[config.mk]
export PLATFORM = sky130hd
export DESIGN_NAME = lanes_ser_ctrl
export DESIGN_NICKNAME = d
export VERILOG_FILES = /design/src/rtl/lanes_pkg.sv /design/src/rtl/lanes_ser_period_cnt.sv /design/src/rtl/lanes_ser_ctrl.sv
export SDC_FILE = /design/constraint.sdc
export NUM_CORES = 1
export LEC_CHECK = 0
export BUFFER_PORTS_ARGS = -buffer_cell sky130_fd_sc_hd__clkbuf_2
export CAP_MARGIN = 20
export CORE_AREA = 2 2 216 218
export DETAILED_ROUTE_END_ITERATION = 10
export DIE_AREA = 0 0 218 220
export HOLD_SLACK_MARGIN = 0.02
export PLACE_DENSITY = 0.59
export SETUP_SLACK_MARGIN = 0.3
export SLEW_MARGIN = 20
export SYNTH_ARGS = -nofsm -noshare
export SYNTH_HDL_FRONTEND = slang
export SYNTH_HIERARCHICAL = 1
export SYNTH_SLANG_ARGS = --single-unit
[constraint.sdc]
create_clock -name clk -period 3 [get_ports clk]
set_input_delay 0.3 -clock clk [delete_from_list [all_inputs] [get_ports clk]]
set_output_delay 0.3 -clock clk [all_outputs]
set_load 0.05 [all_outputs]
[src/rtl/lanes_pkg.sv]
// rtl/lanes_pkg.sv - shared encodings, periods and state type for the lane serializer sequencer
package lanes_pkg;

  // Generation speed encodings; 2'b11 falls back to GEN4
  localparam logic [1:0] GEN4 = 2'b00;
  localparam logic [1:0] GEN3 = 2'b01;
  localparam logic [1:0] GEN2 = 2'b10;

  // Serializer load period, in clocks, per generation
  localparam int PERIOD_GEN4 = 8;
  localparam int PERIOD_GEN3 = 132;
  localparam int PERIOD_GEN2 = 66;

  typedef enum logic [1:0] {
    IDLE    = 2'd0,
    PRELOAD = 2'd1,
    RUN     = 2'd2,
    DRAIN   = 2'd3
  } state_t;

  // Load period for a generation code; the unused code behaves as GEN4
  function automatic logic [7:0] gen_period(input logic [1:0] gen_speed);
    case (gen_speed)
      GEN3:    gen_period = 8'(PERIOD_GEN3);
      GEN2:    gen_period = 8'(PERIOD_GEN2);
      default: gen_period = 8'(PERIOD_GEN4);
    endcase
  endfunction

endpackage

[src/rtl/lanes_ser_period_cnt.sv]
// rtl/lanes_ser_period_cnt.sv - latched-period counter producing the serializer load instant
module lanes_ser_period_cnt
  import lanes_pkg::*;
#(
  parameter int WIDTH = 132,
  localparam int CW   = $clog2(WIDTH)
) (
  input  logic       clk,
  input  logic       rst,
  input  logic       latch,
  input  logic [1:0] gen_speed,
  input  logic       enable,
  input  logic       preset,
  output logic       load_strobe
);

  logic [CW-1:0] period_m1;
  logic [CW-1:0] cnt;

  // The strobe marks the last clock of each period while shifting is enabled
  assign load_strobe = enable && (cnt == period_m1);

  // Capture period-1 once per session so a speed change while busy has no effect
  always_ff @(posedge clk or negedge rst) begin
    if (!rst) begin
      period_m1 <= CW'(PERIOD_GEN4 - 1);
    end else if (latch) begin
      period_m1 <= CW'(gen_period(gen_speed) - 8'd1);
    end
  end

  // Preset parks the counter on the strobe value so the first enabled clock loads
  always_ff @(posedge clk or negedge rst) begin
    if (!rst) begin
      cnt <= '0;
    end else if (preset) begin
      cnt <= period_m1;
    end else if (load_strobe) begin
      cnt <= '0;
    end else if (enable) begin
      cnt <= cnt + CW'(1);
    end
  end

endmodule

[src/rtl/lanes_ser_ctrl.sv]
// rtl/lanes_ser_ctrl.sv - sequencer feeding and gating the dual-lane TX serializer
module lanes_ser_ctrl
  import lanes_pkg::*;
#(
  parameter int               WIDTH     = 132,
  parameter logic [WIDTH-1:0] IDLE_WORD = {WIDTH{1'b0}}
) (
  input  logic             clk,
  input  logic             rst,
  input  logic             tx_en,
  input  logic [1:0]       gen_speed,
  input  logic             in_valid,
  output logic             in_ready,
  input  logic [WIDTH-1:0] in_lane_0_data,
  input  logic [WIDTH-1:0] in_lane_1_data,
  input  logic             ser_word_taken,
  output logic             enable_ser,
  output logic [WIDTH-1:0] lane_0_tx_parallel,
  output logic [WIDTH-1:0] lane_1_tx_parallel,
  output logic             busy,
  output logic [15:0]      underrun_cnt,
  output logic             sync_err
);

  state_t state;
  logic   buf_full;
  logic   load_strobe;
  logic   strobe_d;
  logic   xfer;
  logic   drain_done;

  // A word may enter while the buffer is empty or is being emptied this very clock
  assign in_ready   = ((state == PRELOAD) || (state == RUN)) && (!buf_full || load_strobe);
  assign xfer       = in_valid && in_ready;
  assign busy       = (state != IDLE);
  assign drain_done = (state == DRAIN) && load_strobe && !buf_full;

  lanes_ser_period_cnt #(.WIDTH(WIDTH)) u_period_cnt (
    .clk         (clk),
    .rst         (rst),
    .latch       ((state == IDLE) && tx_en),
    .gen_speed   (gen_speed),
    .enable      (enable_ser),
    .preset      ((state == PRELOAD) && tx_en && buf_full),
    .load_strobe (load_strobe)
  );

  // Sequencer state, output word register, underrun count and load-pulse cross-check
  always_ff @(posedge clk or negedge rst) begin
    if (!rst) begin
      state              <= IDLE;
      buf_full           <= 1'b0;
      enable_ser         <= 1'b0;
      lane_0_tx_parallel <= IDLE_WORD;
      lane_1_tx_parallel <= IDLE_WORD;
      underrun_cnt       <= '0;
      sync_err           <= 1'b0;
      strobe_d           <= 1'b0;
    end else begin
      // The final drain strobe is swallowed by the disable, so no pulse is expected after it
      strobe_d <= load_strobe && !drain_done;
      if (ser_word_taken != strobe_d) begin
        sync_err <= 1'b1;
      end

      // The serializer samples the old word at this edge, so a new word may land alongside
      if (xfer) begin
        lane_0_tx_parallel <= in_lane_0_data;
        lane_1_tx_parallel <= in_lane_1_data;
        buf_full           <= 1'b1;
      end else if (load_strobe) begin
        lane_0_tx_parallel <= IDLE_WORD;
        lane_1_tx_parallel <= IDLE_WORD;
        buf_full           <= 1'b0;
      end

      case (state)
        IDLE: begin
          if (tx_en) begin
            state    <= PRELOAD;
            sync_err <= 1'b0;
          end
        end
        PRELOAD: begin
          if (!tx_en) begin
            state              <= IDLE;
            lane_0_tx_parallel <= IDLE_WORD;
            lane_1_tx_parallel <= IDLE_WORD;
            buf_full           <= 1'b0;
          end else if (buf_full) begin
            state      <= RUN;
            enable_ser <= 1'b1;
          end
        end
        RUN: begin
          if (load_strobe && !buf_full && (underrun_cnt != 16'hFFFF)) begin
            underrun_cnt <= underrun_cnt + 16'd1;
          end
          if (!tx_en) begin
            state <= DRAIN;
          end
        end
        DRAIN: begin
          if (drain_done) begin
            state      <= IDLE;
            enable_ser <= 1'b0;
          end
        end
        default: state <= IDLE;
      endcase
    end
  end

endmodule

==> run metrics, run 1 <==
post-synthesis register bit count=300; number of antenna diodes=0; CP Class=reg -> out; Layout area overhead=50.85%; # IOs=roughly 560; CTS tree=done; Slew @ Worst Pin=slightly above 900 ps; CP Launch Type=register; Setup Viol. Count Final=0; Worst Hold End=lane_0_tx_parallel[23]; clk_skew=about 19 ps; Max transition margin=39.61%; Buf/Inv on CP=1; total number of vias=13.47k; pin count of the biggest net entering global routing=164; syn_area_per_cell=10.19 µm²; clk root buf=clkbuf_16; leading cell types in the layout, fill and taps excluded=552 x clkbuf_2, 297 x dfrtp_1, 265 x nand3b_1; hold_ws=around 76 ps; clk sinks=300; fill cell count=between 4k and 5k; Worst Setup End Kind=primary output; Routed Antenna Nets=0; gr usage total=between 10% and 20%; WL/cell=17.30 µm; ys flop type=dfrtp_1; vias in the first global route=13.59k; Crit path max-delay family=simple AND/OR/NAND/NOR gates; GP Congestion=between 0.8 and 0.9; final net count=roughly 2.4k; Mapped Nets=approximately 1.7k; die area=between 40,000 and 50,000 µm²; Max Buffers Root-to-Sink=3; layout cells sized above 1=35.05%; max incr delay on CP=approximately 550 ps; CP arrival=around 2400 ps; IO buf count=554; initial DRC count=between 1k and 1.5k; number of H-tree levels=2; detailed-route wire length=~48,000 µm; drt first pass iters=6; Rows=79; Die Y=around 220 µm; Placed Instances=about 2.4k; CP Cell Sequence=xor2_1 > or4_1 > nor3_4 > nand2b_2 > and2_1 > buf_12; Hold Crit Class=in -> reg; Pins Over Slew Limit=0; Finished Cell Area=about 21,000 µm²; Pwr Total=~21 mW; Syn Inst Count=between 1k and 1.5k; most common cell after layout, fill and taps aside=clkbuf_2; Chip Width=about 220 µm; CP max FO=4; core footprint=roughly 46,000 µm²; P_leak=around 10 nW; status=complete, no violations; Max Cap Violations=0; Critical R2R Capture=lane_1_tx_parallel[38]; Worst EP required=between 2000 and 3000 ps; global-route wire length before repair=73,530 µm; Tmin final=around 2700 ps; placed inst area=approximately 17,000 µm²; Hold Startpoint=in_lane_0_data[23]; DP Wirelength=29,540 µm; Clock Pin Slew Worst Setup and Hold Paths=60 ps; clock latency on the worst-skew pair=about 530 ps; DRC violations left=0; non-filler cells, final=about 2.8k; pwr dens=986.3 nW/µm²; FF-to-FF Start=u_period_cnt/period_m1[2]; unrepaired setup endpoints after global routing=true; YS warnings=6; setup_tns=0 ps; Avg Vias per Cell=just under 5; Fin. Hold Viols=0; CTS Buf Count=37; sequential area share after synthesis=about 54%; Hold Path Depth=3; cell area after synthesis=roughly 14,000 µm²; slowest stage cell on the critical path=dfstp_2; count of cell types in the netlist=50; initial core utilization=30.57%; initial antenna violation count=2; Async SR Flop Fraction=between 90% and 100%; Tcrit/Tclk final=between 80% and 90%; Worst R2R Setup Slack=~350 ps; maximum vdd ir drop=0.8197 mV; gr ovfl total=0; R2R depth=8; f_max=376.7 MHz; Post-synth EDFFs=0
## where the power goes
part	switching [mW]	total (mW)	internal (mW)
clock	1.76	4.63	2.87
sequential	0.696	5.91	5.22
combinational	7.33	10.3	2.99
total	9.78	20.9	11.1
## cell type report
cell class | instances | area (µm²) | area share, %
inverters | 9 | 33.78 | 0.1597
multi-input cells | 944 | 5732 | 27.10
flip-flops and latches | 300 | 7511 | 35.51
clock inverters | 15 | 229.0 | 1.083
clock buffers | 47 | 1003 | 4.745
repair buffers | 845 | 5881 | 27.81
well taps | 607 | 759.5 | 3.591
## layer usage
metal  track usage [%]  up-vias  part of all wire [%]
met5                 0        -                 0.054
met1             24.06     6574                    40
met4             6.553        4                   2.9
met3             5.273      102                   7.8
met2             31.02      559                    49
li1                  -     6233                     -
## cell families after synthesis
group / count (synthesis) / synth area share (%)
xor+xnor: 22 / 1.374
mux: 7 / 0.5444
buf+inv: 132 / 5.962
fa+ha+maj: 10 / 0.8925
flops: 300 / 53.57
simple gates: 615 / 25.76
compound gates: 290 / 11.91
## synth_stat cells, types with 8 or more instances
cell type	count	area [µm²]
nand2_2	50	312.8
nand2_1	227	852.1
a21oi_1	222	1111
a21oi_2	50	437.9
xor2_1	11	96.34
xnor2_1	11	96.34
nand3b_1	265	1989
ha_1	10	125.1
clkbuf_1	58	217.7
inv_1	9	33.78
dfrtp_1	298	7457
buf_2	34	170.2
buf_6	17	191.4
and3_1	8	50.05
nor2_1	9	33.78
nand3_1	10	50.05
## stage by stage
stage / worst slack, ps / util [%]
finish: 345.3 / 46.11
CTS: 281.8 / 46.04
detailed placement: 271.5 / 37.52
floorplan: 305.9 / -
global placement: 325.5 / 37.52
global route: 234.6 / 46.11
## repair_timing
action | CTS | global route
endpoints found under the setup margin | 2 | 142
resized for setup | 2 | 5
hold endpoints to repair | 324 | 0
cloned | 1 | 0
pin swaps | 0 | 1
buffers inserted | 0 | 1
hold buffers | 263 | 0
## worst register-to-register path, stage by stage (launching register included)
cell and delay, ps:
dfstp_2 550, xor2_1 80, or4_1 520, nor3_4 140
nand2b_2 190, nand3_4 110, buf_12 230, nand3b_1 570
a21oi_1 100
## worst max path at each step
stage | slack [ps] | cells after the start | endpoint | start
2_1_floorplan | 310 | 10 | lane_0_tx_parallel[0] | enable_ser
3_3_place_gp | 330 | 9 | register | u_period_cnt/period_m1[2]
3_5_place_dp | 270 | 9 | register | u_period_cnt/period_m1[2]
4_1_cts | 280 | 6 | in_ready | u_period_cnt/period_m1[2]
5_1_grt | 230 | 9 | register | u_period_cnt/period_m1[2]
6_report | 350 | 6 | in_ready | u_period_cnt/period_m1[2]
## flip-flops by register name (all words and copies together), names as in the netlist, named ones only
register                count
underrun_cnt               16
u_period_cnt/cnt            8
lane_1_tx_parallel        132
enable_ser                  1
buf_full                    1
lane_0_tx_parallel        132
u_period_cnt/period_m1      6
strobe_d                    1
state                       1
sync_err                    1
(Power assumes the default switching activity.)
==> run 2, diff against run 1 <==
--- a/config.mk
+++ b/config.mk
@@ -11,7 +11,7 @@
 export DETAILED_ROUTE_END_ITERATION = 10
 export DIE_AREA = 0 0 218 220
 export HOLD_SLACK_MARGIN = 0.02
-export PLACE_DENSITY = 0.59
+export PLACE_DENSITY = 0.51
 export SETUP_SLACK_MARGIN = 0.3
 export SLEW_MARGIN = 20
 export SYNTH_ARGS = -nofsm -noshare
==> run 2 against run 1 <==
Maximum frequency grew 4.4%. Global-route usage is essentially flat. Sequential power is essentially flat. Critical path depth grew 3. Routed wire length grew 0.27%. Sequential share of layout area grew 0.074 points.
==> run metrics, run 2 (synthesis results as in run 1) <==
status=complete, no violations; gr usage total=a little under a fifth; Pins Over Slew Limit=0; die area=47,960 µm²; IO buf count=between 500 and 600; logic gate share of total power=roughly half; clk root buf=clkbuf_16; pre-CTS setup slack=roughly 340 ps; R2R depth=9; Critical R2R Capture=lane_1_tx_parallel[29]; Worst EP required=around 3400 ps; DP Wirelength=between 30,000 and 40,000 µm; wl on met1=19,740 µm; CTS tree=done; f_max=about 390 MHz; CP arrival=2890 ps; P_leak=between 9 and 10 nW; Tcrit/Tclk final=a little over four fifths; fill cell count=between 4k and 5k; Max Cap Violations=0; highest layer used for signal routing=met4; slowest stage cell on the critical path=dfstp_2; total number of vias=~13k; NetSw=9.783 mW; clk_skew=about 11 ps; GP Congestion=0.8014; Crit path max-delay family=simple AND/OR/NAND/NOR gates; initial antenna violation count=0; Hold Crit Class=in -> reg; detailed-route wire length=approximately 48,000 µm; layout cells sized above 1=a little over a third; setup_tns=0 ps; hold_ws=between 60 and 70 ps; Clock Pin Slew Worst Setup and Hold Paths=60 ps; DRC violations left=0; Util after Layout=around 46%; clk sinks=300; Worst Setup End Kind=register; routed wl met3=roughly 3500 µm; CP Launch Type=register; Buf/Inv on CP=2; CP Class=reg -> reg; Hold Path Depth=3; number of H-tree levels=2; Routed Antenna Nets=0; Layout area overhead=50.51%; Worst R2R Setup Slack=about 460 ps; CP max FO=approximately 140; CP Cell Sequence=xor2_1 > or4_4 > nor3_4 > nand2b_4 > buf_4 > nand3_4 > buf_12 > nand3b_1 > a21oi_1; sequential cell area=roughly 7500 µm²; initial DRC count=795; Fin. Hold Viols=0; Largest regs=lane_0_tx_parallel x132, lane_1_tx_parallel x132, underrun_cnt x16; vias in the first global route=between 10k and 15k; final net count=~2.4k; CTS Buf Count=37; pin count of the biggest net entering global routing=approximately 160; Chip Width=about 220 µm; Sw Share=between 40% and 50%; FF-to-FF Start=u_period_cnt/period_m1[2]; clock latency on the worst-skew pair=530 ps; Slew @ Worst Pin=approximately 1000 ps; # IOs=between 500 and 600; area of the multi-input gates=~5700 µm²; Sequential Power Share=between 20 and 30%; initial core utilization=between 30% and 40%; number of antenna diodes=0; Max Buffers Root-to-Sink=3; Hold Startpoint=in_lane_0_data[93]; maximum vdd ir drop=roughly 0.52 mV; gr ovfl total=0; Rows=79; global-route wire length before repair=~73,000 µm; core footprint=roughly 46,000 µm²; Die Y=roughly 220 µm; drt first pass iters=5; internal power=roughly 11 mW; Tmin final=between 2000 and 3000 ps; setup ws final=approximately 460 ps; Setup Viol. Count Final=0; WL/cell=around 17 µm; Worst Hold End=lane_0_tx_parallel[93]; unrepaired setup endpoints after global routing=false; max incr delay on CP=approximately 540 ps; met2 wire length=approximately 23,000 µm; pwr dens=around 980 nW/µm²; clock power share=21.9%; Avg Vias per Cell=about 4.8; Max transition margin=between 30% and 40%; most common cell after layout, fill and taps aside=clkbuf_2; leading cell types in the layout, fill and taps excluded=552 x clkbuf_2, 298 x dfrtp_1, 265 x nand3b_1
## run 2: cell types whose count changed in the layout (fill, tap and decap cells not counted), moves of 3 or more
cell	previous run	this run
clkbuf_1	6	10
buf_4	11	14
clkbuf_8	4	7
clkinv_2	8	5
## run 2: how the worst max path moves through the flow
stage | end | start | cells after the start | slack [ps]
2_1_floorplan | lane_0_tx_parallel[0] | enable_ser | 10 | 310
3_3_place_gp | lane_1_tx_parallel[57] | u_period_cnt/period_m1[2] | 9 | 420
3_5_place_dp | lane_0_tx_parallel[98] | u_period_cnt/cnt[2] | 9 | 340
4_1_cts | in_ready | u_period_cnt/period_m1[2] | 6 | 320
5_1_grt | underrun_cnt[10] | u_period_cnt/period_m1[2] | 9 | 350
6_report | lane_1_tx_parallel[29] | u_period_cnt/period_m1[2] | 9 | 460
## run 2: tightest hold or removal path, stage by stage
cell      delay, ps
clkbuf_2         80
nand2_1          90
a21oi_1          70
## run 2: area by class of cell
cell class                 instances  area share (%)
sequential                       300           35.59
timing repair buffer             847           27.75
multi-input combinational        944           27.16
clock buffer                      54           5.022
tap                              607           3.599
clock inverter                    10          0.7234
inverter                           9          0.1601
## run 2: power by group through the flow
stage	clock network [mW]	logic [mW]	registers, mW
2_1_floorplan	0	4.18	9.37
3_3_place_gp	0	9.95	5.89
3_5_place_dp	0	10.0	5.94
4_1_cts	4.70	10.4	5.87
5_1_grt	4.87	11.0	6.01
6_report	4.55	10.3	5.88
## run 2: routing by layer
layer / vias to the layer above / track usage [%]
li1: 6217 / -
met1: 6466 / 23.64
met3: 99 / 4.776
met5: - / 0
met2: 477 / 31.46
met4: 0 / 7.642
## run 2: repair_timing
item	in CTS	in global routing
gates resized for setup	4	1
buffers inserted	2	1
endpoints found under the setup margin	1	6
endpoints found under the hold margin	343	0
hold buffers	263	0
pin swaps	1	1
## run 2: through the flow
stage | total power [mW] | area [µm²] | cells
after floorplan | 13.55 | 14020 | 1376
after global placement | 15.84 | 17210 | 2441
after detailed placement | 15.94 | 17210 | 2441
after CTS | 20.93 | 21090 | 2770
after global routing | 21.89 | 21100 | 2771
final | 20.76 | 21100 | 2771
==> run 3, diff against run 2 <==
==> constraint.sdc (replaced) <==
create_clock -name clk -period 2.63 [get_ports clk]
set_input_delay 0.263 -clock clk [delete_from_list [all_inputs] [get_ports clk]]
set_output_delay 0.263 -clock clk [all_outputs]
set_load 0.05 [all_outputs]
==> run 3 against run 2 <==
Hold slack improved by 51 ps. Sequential power increased by 14%. Cell count increased by 1.9%. Maximum frequency increased by 0.27%. Flip-flop and latch count unchanged. Count of clock-buffer cells in the layout unchanged. Sequential share of layout area decreased by 1.8 points. Critical endpoint is now lane_0_tx_parallel[7]. Via count increased by 2.7%. Routed wire length increased by 7.1%. Design area increased by 5.3%. Total power increased by 21%. First-iteration DRC count increased by 18%.
==> run metrics, run 3 (synthesis results as in run 1) <==
Max transition margin=47.44%; Clock Pin Slew Worst Setup and Hold Paths=roughly 60 ps; GP Congestion=~0.82; Setup Viol. Count Final=0; initial antenna violation count=0; IO buf count=554; Util after Layout=just under 50%; fill cell count=between 4k and 5k; Fin. Hold Viols=0; Critical R2R Capture=lane_0_tx_parallel[7]; Avg Vias per Cell=a little under 5; initial core utilization=a little under a third; Rows=between 70 and 80; gr ovfl total=0; Critical Path Source=u_period_cnt/cnt[4]; CP Class=reg -> reg; detailed-route wire length=about 51,000 µm; unrepaired setup endpoints after global routing=true; CP Cell Sequence=xor2_1 > or4_4 > nor3_4 > nand2b_4 > buf_6 > buf_4 > nand3_4 > buf_12 > nand3b_1 > a21oi_2; Die Y=between 200 and 250 µm; final net count=about 2.5k; Worst Setup End Kind=register; die area=47,960 µm²; slowest stage cell on the critical path=or4_4; Worst EP required=about 3000 ps; # IOs=555; CTS Buf Count=37; DP Wirelength=31,830 µm; drt first pass iters=5; gr usage total=19.54%; clk root buf=clkbuf_16; WL/cell=around 18 µm; global-route wire length before repair=75,190 µm; Worst Hold End=u_period_cnt/period_m1[1]; Pwr Total=25.09 mW; Hold Startpoint=gen_speed[0]; clock latency on the worst-skew pair=~550 ps; number of H-tree levels=2; Slew @ Worst Pin=roughly 790 ps; layout cells sized above 1=approximately two fifths; f_max=just under 400 MHz; initial DRC count=roughly 940; Buf/Inv on CP=3; pin count of the biggest net entering global routing=between 100 and 150; CP max FO=between 100 and 150; clk_skew=between 10 and 15 ps; CP Launch Type=register; setup_tns=0 ps; leading cell types in the layout, fill and taps excluded=552 x clkbuf_2, 297 x dfrtp_1, 268 x dlygate4sd3_1; Pins Over Slew Limit=0; vias in the first global route=approximately 14k; DRC violations left=0; core footprint=~46,000 µm²; Max Cap Violations=0; Chip Width=~220 µm; R2R depth=10; FF-to-FF Start=u_period_cnt/cnt[4]; Hold Path Depth=4; Max Buffers Root-to-Sink=3; Layout area overhead=58.45%; maximum vdd ir drop=roughly 0.68 mV; CP arrival=approximately 3000 ps; status=complete, no violations; most common cell after layout, fill and taps aside=clkbuf_2; number of antenna diodes=0; P_leak=about 10 nW; max incr delay on CP=between 500 and 600 ps; Crit path max-delay family=simple AND/OR/NAND/NOR gates; clk sinks=300; Tcrit/Tclk final=between 90% and 100%; Largest regs=lane_0_tx_parallel x132, lane_1_tx_parallel x132, underrun_cnt x16; pwr dens=between 1000 and 1500 nW/µm²; CTS tree=done; Hold Crit Class=in -> reg; Tmin final=between 2000 and 3000 ps; total number of vias=13.62k; Worst R2R Setup Slack=roughly 94 ps; Routed Antenna Nets=0
run 3: area by class of cell:
type / instances / area, µm² / area share (%)
Clock inverter: 14 / 180.2 / 0.8111
Timing Repair Buffer: 895 / 6614 / 29.77
Inverter: 9 / 33.78 / 0.1521
Tap cell: 607 / 759.5 / 3.419
Sequential cell: 300 / 7511 / 33.81
Clock buffer: 54 / 1072 / 4.827
Multi-Input combinational cell: 944 / 6043 / 27.21
run 3: worst max path at each step:
stage                                    to  depth (start not counted)
finish                lane_0_tx_parallel[7]                         10
global route        lane_1_tx_parallel[107]                         10
CTS                                in_ready                          6
detailed placement         underrun_cnt[14]                          8
global placement           underrun_cnt[14]                          8
floorplan             lane_0_tx_parallel[0]                         10
run 3: metal layers:
layer | wire [µm] | up-vias | GRT usage [%] | share of wire (%)
met5 | 0 | - | 0 | 0
met1 | 20160 | 6664 | 24.08 | 39
met4 | 1775 | 0 | 7.098 | 3.5
met3 | 3702 | 104 | 5.397 | 7.2
li1 | - | 6347 | - | -
met2 | 25760 | 501 | 32.68 | 50
run 3: through the flow:
stage                     cell area [µm²]  hold slack [ps]  std cells  setup WS [ps]
after floorplan                     14050           -32.59       1376          253.6
after global placement              17570            358.1       2466          90.09
after detailed placement            17570            357.7       2466          56.99
after CTS                           21610            67.12       2805          92.48
after global routing                22210            111.3       2823          35.36
final                               22210            118.7       2823          94.27
run 3: timing repair:
action / 4_1_cts / 5_1_grt
setup endpoints to repair: 280 / 283
resized for setup: 16 / 75
buffers inserted: 3 / 6
gates cloned: 0 / 12
hold buffers: 268 / 0
hold endpoints to repair: 344 / 0
pin swaps: 6 / 45
run 3: where the power goes:
group,switching (mW),leakage (nW),internal [mW]
clock network,2.07,0.615,3.23
logic,8.87,5.90,4.19
registers,0.774,3.98,5.95
total,11.7,10.5,13.4
run 3: worst reg2reg max path: stages (launching register included):
cell and delay (ps):
dfrtp_1 390, xor2_1 180, or4_4 530, nor3_4 150
nand2b_4 160, buf_6 100, buf_4 110, nand3_4 100
buf_12 210, nand3b_1 410, a21oi_2 70
